===== src/rtl/spu_pkg.sv =====
// spu_pkg: draw packet layout, opcode, vertex count helper and writer FSM states
package spu_pkg;
    localparam int COORD_W = 10;
    localparam int VERT_W = 20;
    localparam int NVERT = 8;
    localparam int COLOR_W = 6;
    localparam int CODE_W = 4;
    localparam int SHAPE_W = 2;
    localparam int COLOR_LSB = 160;
    localparam int CODE_LSB = 166;
    localparam int SHAPE_LSB = 170;
    localparam int PKT_W = 172;
    localparam logic [CODE_W-1:0] OP_DR8 = 4'b0101;
    typedef enum logic [2:0] {S_IDLE, S_LOAD, S_SETUP, S_DRAW, S_NEXT, S_DONE} state_t;
    function automatic logic [3:0] vert_count(input logic [SHAPE_W-1:0] shape);
        return shape == 2'b00 ? 4'd3 : shape == 2'b01 ? 4'd4 : shape == 2'b10 ? 4'd6 : 4'd8;
    endfunction
endpackage


===== src/rtl/bresenham_step.sv =====
// bresenham_step: integer line stepper, current point plus last flag at the end point
module bresenham_step import spu_pkg::*; (
    input  logic               clk,
    input  logic               rst_n,
    input  logic               load,
    input  logic               advance,
    input  logic [COORD_W-1:0] x0,
    input  logic [COORD_W-1:0] y0,
    input  logic [COORD_W-1:0] x1,
    input  logic [COORD_W-1:0] y1,
    output logic [COORD_W-1:0] x,
    output logic [COORD_W-1:0] y,
    output logic               last
);
    logic [COORD_W-1:0] xe, ye, adx, ady;
    logic signed [11:0] dx, dy, err;
    logic signed [12:0] e2;
    logic sx_neg, sy_neg, step_x, step_y;
    // e2 needs one extra bit: 2*err can exceed the 12-bit signed range
    always_comb begin
        adx = x1 >= x0 ? x1 - x0 : x0 - x1;
        ady = y1 >= y0 ? y1 - y0 : y0 - y1;
        e2 = {err, 1'b0};
        step_x = e2 >= $signed({dy[11], dy});
        step_y = e2 <= $signed({dx[11], dx});
        last = x == xe && y == ye;
    end
    // load edge terms, or take one Bresenham step
    always_ff @(posedge clk or negedge rst_n) begin
        if (!rst_n) begin
            x <= '0;
            y <= '0;
            xe <= '0;
            ye <= '0;
            dx <= '0;
            dy <= '0;
            err <= '0;
            sx_neg <= 1'b0;
            sy_neg <= 1'b0;
        end else if (load) begin
            x <= x0;
            y <= y0;
            xe <= x1;
            ye <= y1;
            dx <= $signed({2'b00, adx});
            dy <= -$signed({2'b00, ady});
            err <= $signed({2'b00, adx}) - $signed({2'b00, ady});
            sx_neg <= x1 < x0;
            sy_neg <= y1 < y0;
        end else if (advance) begin
            err <= err + (step_x ? dy : 12'sd0) + (step_y ? dx : 12'sd0);
            x <= step_x ? (sx_neg ? x - 10'd1 : x + 10'd1) : x;
            y <= step_y ? (sy_neg ? y - 10'd1 : y + 10'd1) : y;
        end
    end
endmodule


===== src/rtl/shape_raster_writer.sv =====
// shape_raster_writer: walks a polygon draw packet into clipped framebuffer pixel writes
module shape_raster_writer import spu_pkg::*; #(
    parameter int H_RES = 640,
    parameter int V_RES = 480,
    parameter int ADDR_W = 19
) (
    input  logic               clk,
    input  logic               rst_n,
    input  logic               pkt_valid,
    output logic               pkt_ready,
    input  logic [PKT_W-1:0]   pkt_data,
    output logic               fb_valid,
    input  logic               fb_ready,
    output logic [ADDR_W-1:0]  fb_addr,
    output logic [COLOR_W-1:0] fb_data,
    output logic               busy,
    output logic               done
);
    state_t state, state_n;
    logic [SHAPE_W-1:0] shape;
    logic [CODE_W-1:0] code;
    logic [COLOR_W-1:0] color;
    logic [VERT_W*NVERT-1:0] verts;
    logic [2:0] idx, end_idx;
    logic [3:0] nv, sel, nxt;
    logic [COORD_W-1:0] x0, y0, x1, y1, x, y;
    logic [ADDR_W-1:0] addr;
    logic load, last, free, issue, on;
    assign pkt_ready = state == S_IDLE;
    assign busy = state != S_IDLE;
    assign done = state == S_DONE;
    // sel is the edge about to be loaded: 0 from LOAD, idx+1 from NEXT
    always_comb begin
        nv = vert_count(shape);
        sel = state == S_LOAD ? 4'd0 : {1'b0, idx} + 4'd1;
        nxt = sel + 4'd1;
        end_idx = nxt == nv ? 3'd0 : nxt[2:0];
        {y0, x0} = verts[VERT_W*sel[2:0] +: VERT_W];
        {y1, x1} = verts[VERT_W*end_idx +: VERT_W];
        load = (state == S_LOAD && code == OP_DR8) || (state == S_NEXT && sel < nv);
        free = !fb_valid || fb_ready;
        issue = (state == S_SETUP || state == S_DRAW) && !last && free;
        on = 32'(x) < H_RES && 32'(y) < V_RES;
        addr = ADDR_W'(32'(y) * H_RES + 32'(x));
    end
    bresenham_step u_step (
        .clk(clk),
        .rst_n(rst_n),
        .load(load),
        .advance(issue),
        .x0(x0),
        .y0(y0),
        .x1(x1),
        .y1(y1),
        .x(x),
        .y(y),
        .last(last)
    );
    // next state; DONE waits until the final pixel write has drained
    always_comb begin
        state_n = state;
        case (state)
            S_IDLE: state_n = pkt_valid ? S_LOAD : S_IDLE;
            S_LOAD: state_n = code == OP_DR8 ? S_SETUP : S_DONE;
            S_SETUP: state_n = last ? S_NEXT : free ? S_DRAW : S_SETUP;
            S_DRAW: state_n = last ? S_NEXT : S_DRAW;
            S_NEXT: state_n = sel < nv ? S_SETUP : free ? S_DONE : S_NEXT;
            S_DONE: state_n = S_IDLE;
            default: state_n = S_IDLE;
        endcase
    end
    // state, packet capture, edge index and the registered write port
    always_ff @(posedge clk or negedge rst_n) begin
        if (!rst_n) begin
            state <= S_IDLE;
            shape <= '0;
            code <= '0;
            color <= '0;
            verts <= '0;
            idx <= '0;
            fb_valid <= 1'b0;
            fb_addr <= '0;
            fb_data <= '0;
        end else begin
            state <= state_n;
            if (pkt_valid && pkt_ready) begin
                shape <= pkt_data[SHAPE_LSB +: SHAPE_W];
                code <= pkt_data[CODE_LSB +: CODE_W];
                color <= pkt_data[COLOR_LSB +: COLOR_W];
                verts <= pkt_data[VERT_W*NVERT-1:0];
            end
            if (load) idx <= sel[2:0];
            if (issue) begin
                fb_valid <= on;
                fb_addr <= addr;
                fb_data <= color;
            end else if (fb_ready) begin
                fb_valid <= 1'b0;
            end
        end
    end
endmodule


===== config.mk =====
export PLATFORM = sky130hd
export DESIGN_NAME = shape_raster_writer
export DESIGN_NICKNAME = d
export VERILOG_FILES = /design/src/rtl/spu_pkg.sv /design/src/rtl/bresenham_step.sv /design/src/rtl/shape_raster_writer.sv
export SDC_FILE = /design/constraint.sdc
export NUM_CORES = 1
export LEC_CHECK = 0
export BUFFER_PORTS_ARGS = -buffer_cell sky130_fd_sc_hd__buf_2
export CORE_UTILIZATION = 35
export CTS_BUF_LIST = sky130_fd_sc_hd__clkbuf_4 sky130_fd_sc_hd__clkbuf_8
export DETAILED_ROUTE_END_ITERATION = 6
export GPL_TIMING_DRIVEN = 1
export PLACE_DENSITY_LB_ADDON = 0.08
export SYNTH_ARGS = -nofsm -noshare
export SYNTH_HDL_FRONTEND = slang
export SYNTH_SLANG_ARGS = --single-unit

===== constraint.sdc =====
create_clock -name clk -period 16.7 [get_ports clk]
set_clock_uncertainty 0.2 [all_clocks]
set_input_delay 2.505 -clock clk [delete_from_list [all_inputs] [get_ports clk]]
set_output_delay 2.505 -clock clk [all_outputs]
set_load 0.02 [all_outputs]

==> results.cfg <==
[synthesis]
muxShareOfSynthArea_pct = 2.649
synth_top_area_share_pct = 37.55
synth_top_family_by_area = simple AND/OR/NAND/NOR gates
synth_cell_types = 70
yosys.area.top_type = dfrtp_1
synth-edff-count = 0
synth-simple-area-share_pct = 24.50
synth_most_common_cell = nand2_1
synth_ff_type = dfrtp_1
synth_compound_area_share_pct = 15.44
synthCells = 2369
ys_warn_count = 0
synth_async_sr_flop_share_pct = 100.0
syn-num-nets = 2687
ys_seq_area_share_pct = 37.55
synth_xor_area_share_pct = 4.157
synth_commonest_cells = nand2_1, dfrtp_1, inv_1, ha_1, clkbuf_1
ys_ff_latch = 280
synth_area_leaders = dfrtp_1, nand2_1, ha_1
syn_area_um2 = 18660
avgSynthCellArea_um2 = 7.876
synthAdderAreaFrac_pct = 10.29

[timing]
max_freq_mhz = 104.3
setup_tns_ps = 0
relSlewSlack_pct = 28.26
rsz0062_at_grt = false
drv_slew = 0
fin_crit_sh_pct = 57.41
fin_crit_ps = 9588
worst_pin_slew_ps = 1067
finalSetupViolations = 0
hold_viol = 0

[worst_setup_path]
worst_r2r_endpoint = u_step.err[7]
crit_type = flip-flop to flip-flop
arrival_ps = 9950
path_max_fanout = 42
critPathSlowestCell = and2_1
r2r_start = idx[0]
reg2regPathDepth = 31
r2r_slack_ps = 7110
cp.required_ps = 17070
crit_path_start_kind = flip-flop
critical_path.max_stage_delay_ps = 880
end_kind = flip-flop

[die]
die_x_um = 232.9
initial_core_util_pct = 35.44
io_pins = 205
coreArea_um2 = 52660
dieArea_um2 = 54240
row_count = 84
die_height_um = 232.9

[routing]
drtIter0Drc = 1344
routed_wl_um = 66440
drc = 0
antenna_left = 0
first_pass_iters = 5
viasPerCell = 5.280
vias = 17190
drt-wirelength-per-cell_um = 20.40

[outcome]
status = completed

[placed_design]
routabilityCongestion = 0.9385
dpl.hpwl_um = 50700
portBuffers = 204

[clocking]
clock_latency_ps = 660
ctsResizeCount = 0
cts.clk_slew.worst_paths_ps = 70
cts_made_buffers = 54
hold_buffers = 0
clockBufferDepth = 3
cts_tree = done
cts_root_buf = clkbuf_8
h-tree-depth = 2
cts.sinks = 280
post_cts_buffers = 0

[hold_path]
whs_path_depth = 2
hp-start = color[3]
hold_end = fb_data[3]
hold_path.class = flip-flop to flip-flop

[cells_and_area]
area_growth_pct = 15.28
ff_latch_area_um2 = 7007
fill_cells = 5427
nets = 2843
antenna_cells = 0
multiInputGateArea_um2 = 10670
drive_gt1_share_pct = 14.33

[global_route]
gr-usage-all-layers_pct = 24.61
overflow = 0
grt_first_pass_wirelength_um = 101300
grt_max_degree = 98
grt_pass1_vias = 16960
antenna_found_initial = 1

[job]
maxCapViolations = 0
==> critical path, delay by kind of cell, from the launching register on <==
family	cells	cell delay, ps
compound gates	8	2130
xor+xnor	2	500
fa+ha+maj	5	1890
buf+inv	5	800
flops	1	650
mux	1	180
simple gates	10	3120
==> layout make-up <==
| class | instances | share of cell area [%] |
|---|---|---|
| Clock buffer | 87 | 5.160 |
| Clock inverter | 12 | 0.6050 |
| Inverter | 139 | 2.426 |
| Multi-Input combinational cell | 1822 | 49.60 |
| Sequential cell | 280 | 32.58 |
| Tap cell | 688 | 4.002 |
| Timing Repair Buffer | 228 | 5.631 |
==> cell families (layout without fill, tap and decap cells) <==
family	count (synthesis)	in the layout
and+or+nand+nor	1105	1105
AOI/OAI and AO/OA	442	442
DFF	280	280
buffers and inverters	267	466
adders and majority gates	142	142
xor gates and xnor gates	87	87
muxes	46	46
==> how the worst max path moves through the flow <==
stage,start,cells past startpoint,end,slack [ps]
after CTS,idx[0],31,u_step.err[7],7190
after floorplan,state[2],34,u_step.err[7],9230
after detailed placement,idx[0],31,u_step.err[7],7240
after global routing,idx[0],31,u_step.err[7],6470
final,idx[0],31,u_step.err[7],7110
after global placement,idx[0],31,u_step.err[7],7460
==> placed cells by master, fill, tap and decap left out, drive strengths merged, types with 6 or more instances in the layout <==
cell	n
nor4	6
o211ai	14
fa	19
xor2	32
a211oi	18
mux2i	22
clkbuf	87
o21ai	104
o221ai	18
nand2	820
a21o	38
ha	123
or3	9
nand3	95
nand2b	8
mux2	24
a21oi	104
nand4	10
a221oi	41
inv	139
and3	15
and2	18
nor2b	12
o22ai	11
nor2	78
a31oi	30
o21bai	13
dfrtp	280
a21boi	7
nor3	15
xnor2	54
buf	228
o31ai	15
clkinv	8
==> sequential cells by signal (all words and copies together) (netlist names), 2 cells and up <==
signal / flops
shape: 2
u_step.x: 10
u_step.ye: 10
idx: 3
fb_data: 6
fb_addr: 19
state: 3
code: 4
u_step.xe: 10
color: 6
u_step.dx: 10
u_step.err: 12
u_step.y: 10
u_step.dy: 12
verts: 160
==> through the flow <==
stage / hold slack [ps] / instances / utilization, % / cell area [µm²] / setup slack [ps]
after CTS: 270.4 / 3256 / 40.85 / 21510 / 7187
after global routing: 295.0 / 3256 / 40.85 / 21510 / 6472
after global placement: 252.4 / 3157 / 38.49 / 20270 / 7462
final: 262.5 / 3256 / 40.85 / 21510 / 7112
after floorplan: 236.9 / 2369 / - / 18660 / 9225
after detailed placement: 257.9 / 3157 / 38.49 / 20270 / 7240
==> metal layers <==
| layer | track usage (%) | up-vias | wire (µm) |
|---|---|---|---|
| li1 | - | 8309 | - |
| met1 | 32.04 | 8364 | 29400 |
| met2 | 42.30 | 409 | 32710 |
| met3 | 2.549 | 110 | 2275 |
| met4 | 8.313 | 0 | 2052 |
| met5 | 0 | - | 0 |
Power is left out: the tool's default activity adds up to more than one toggle a clock period on the data nets, which glitch-free logic cannot reach.
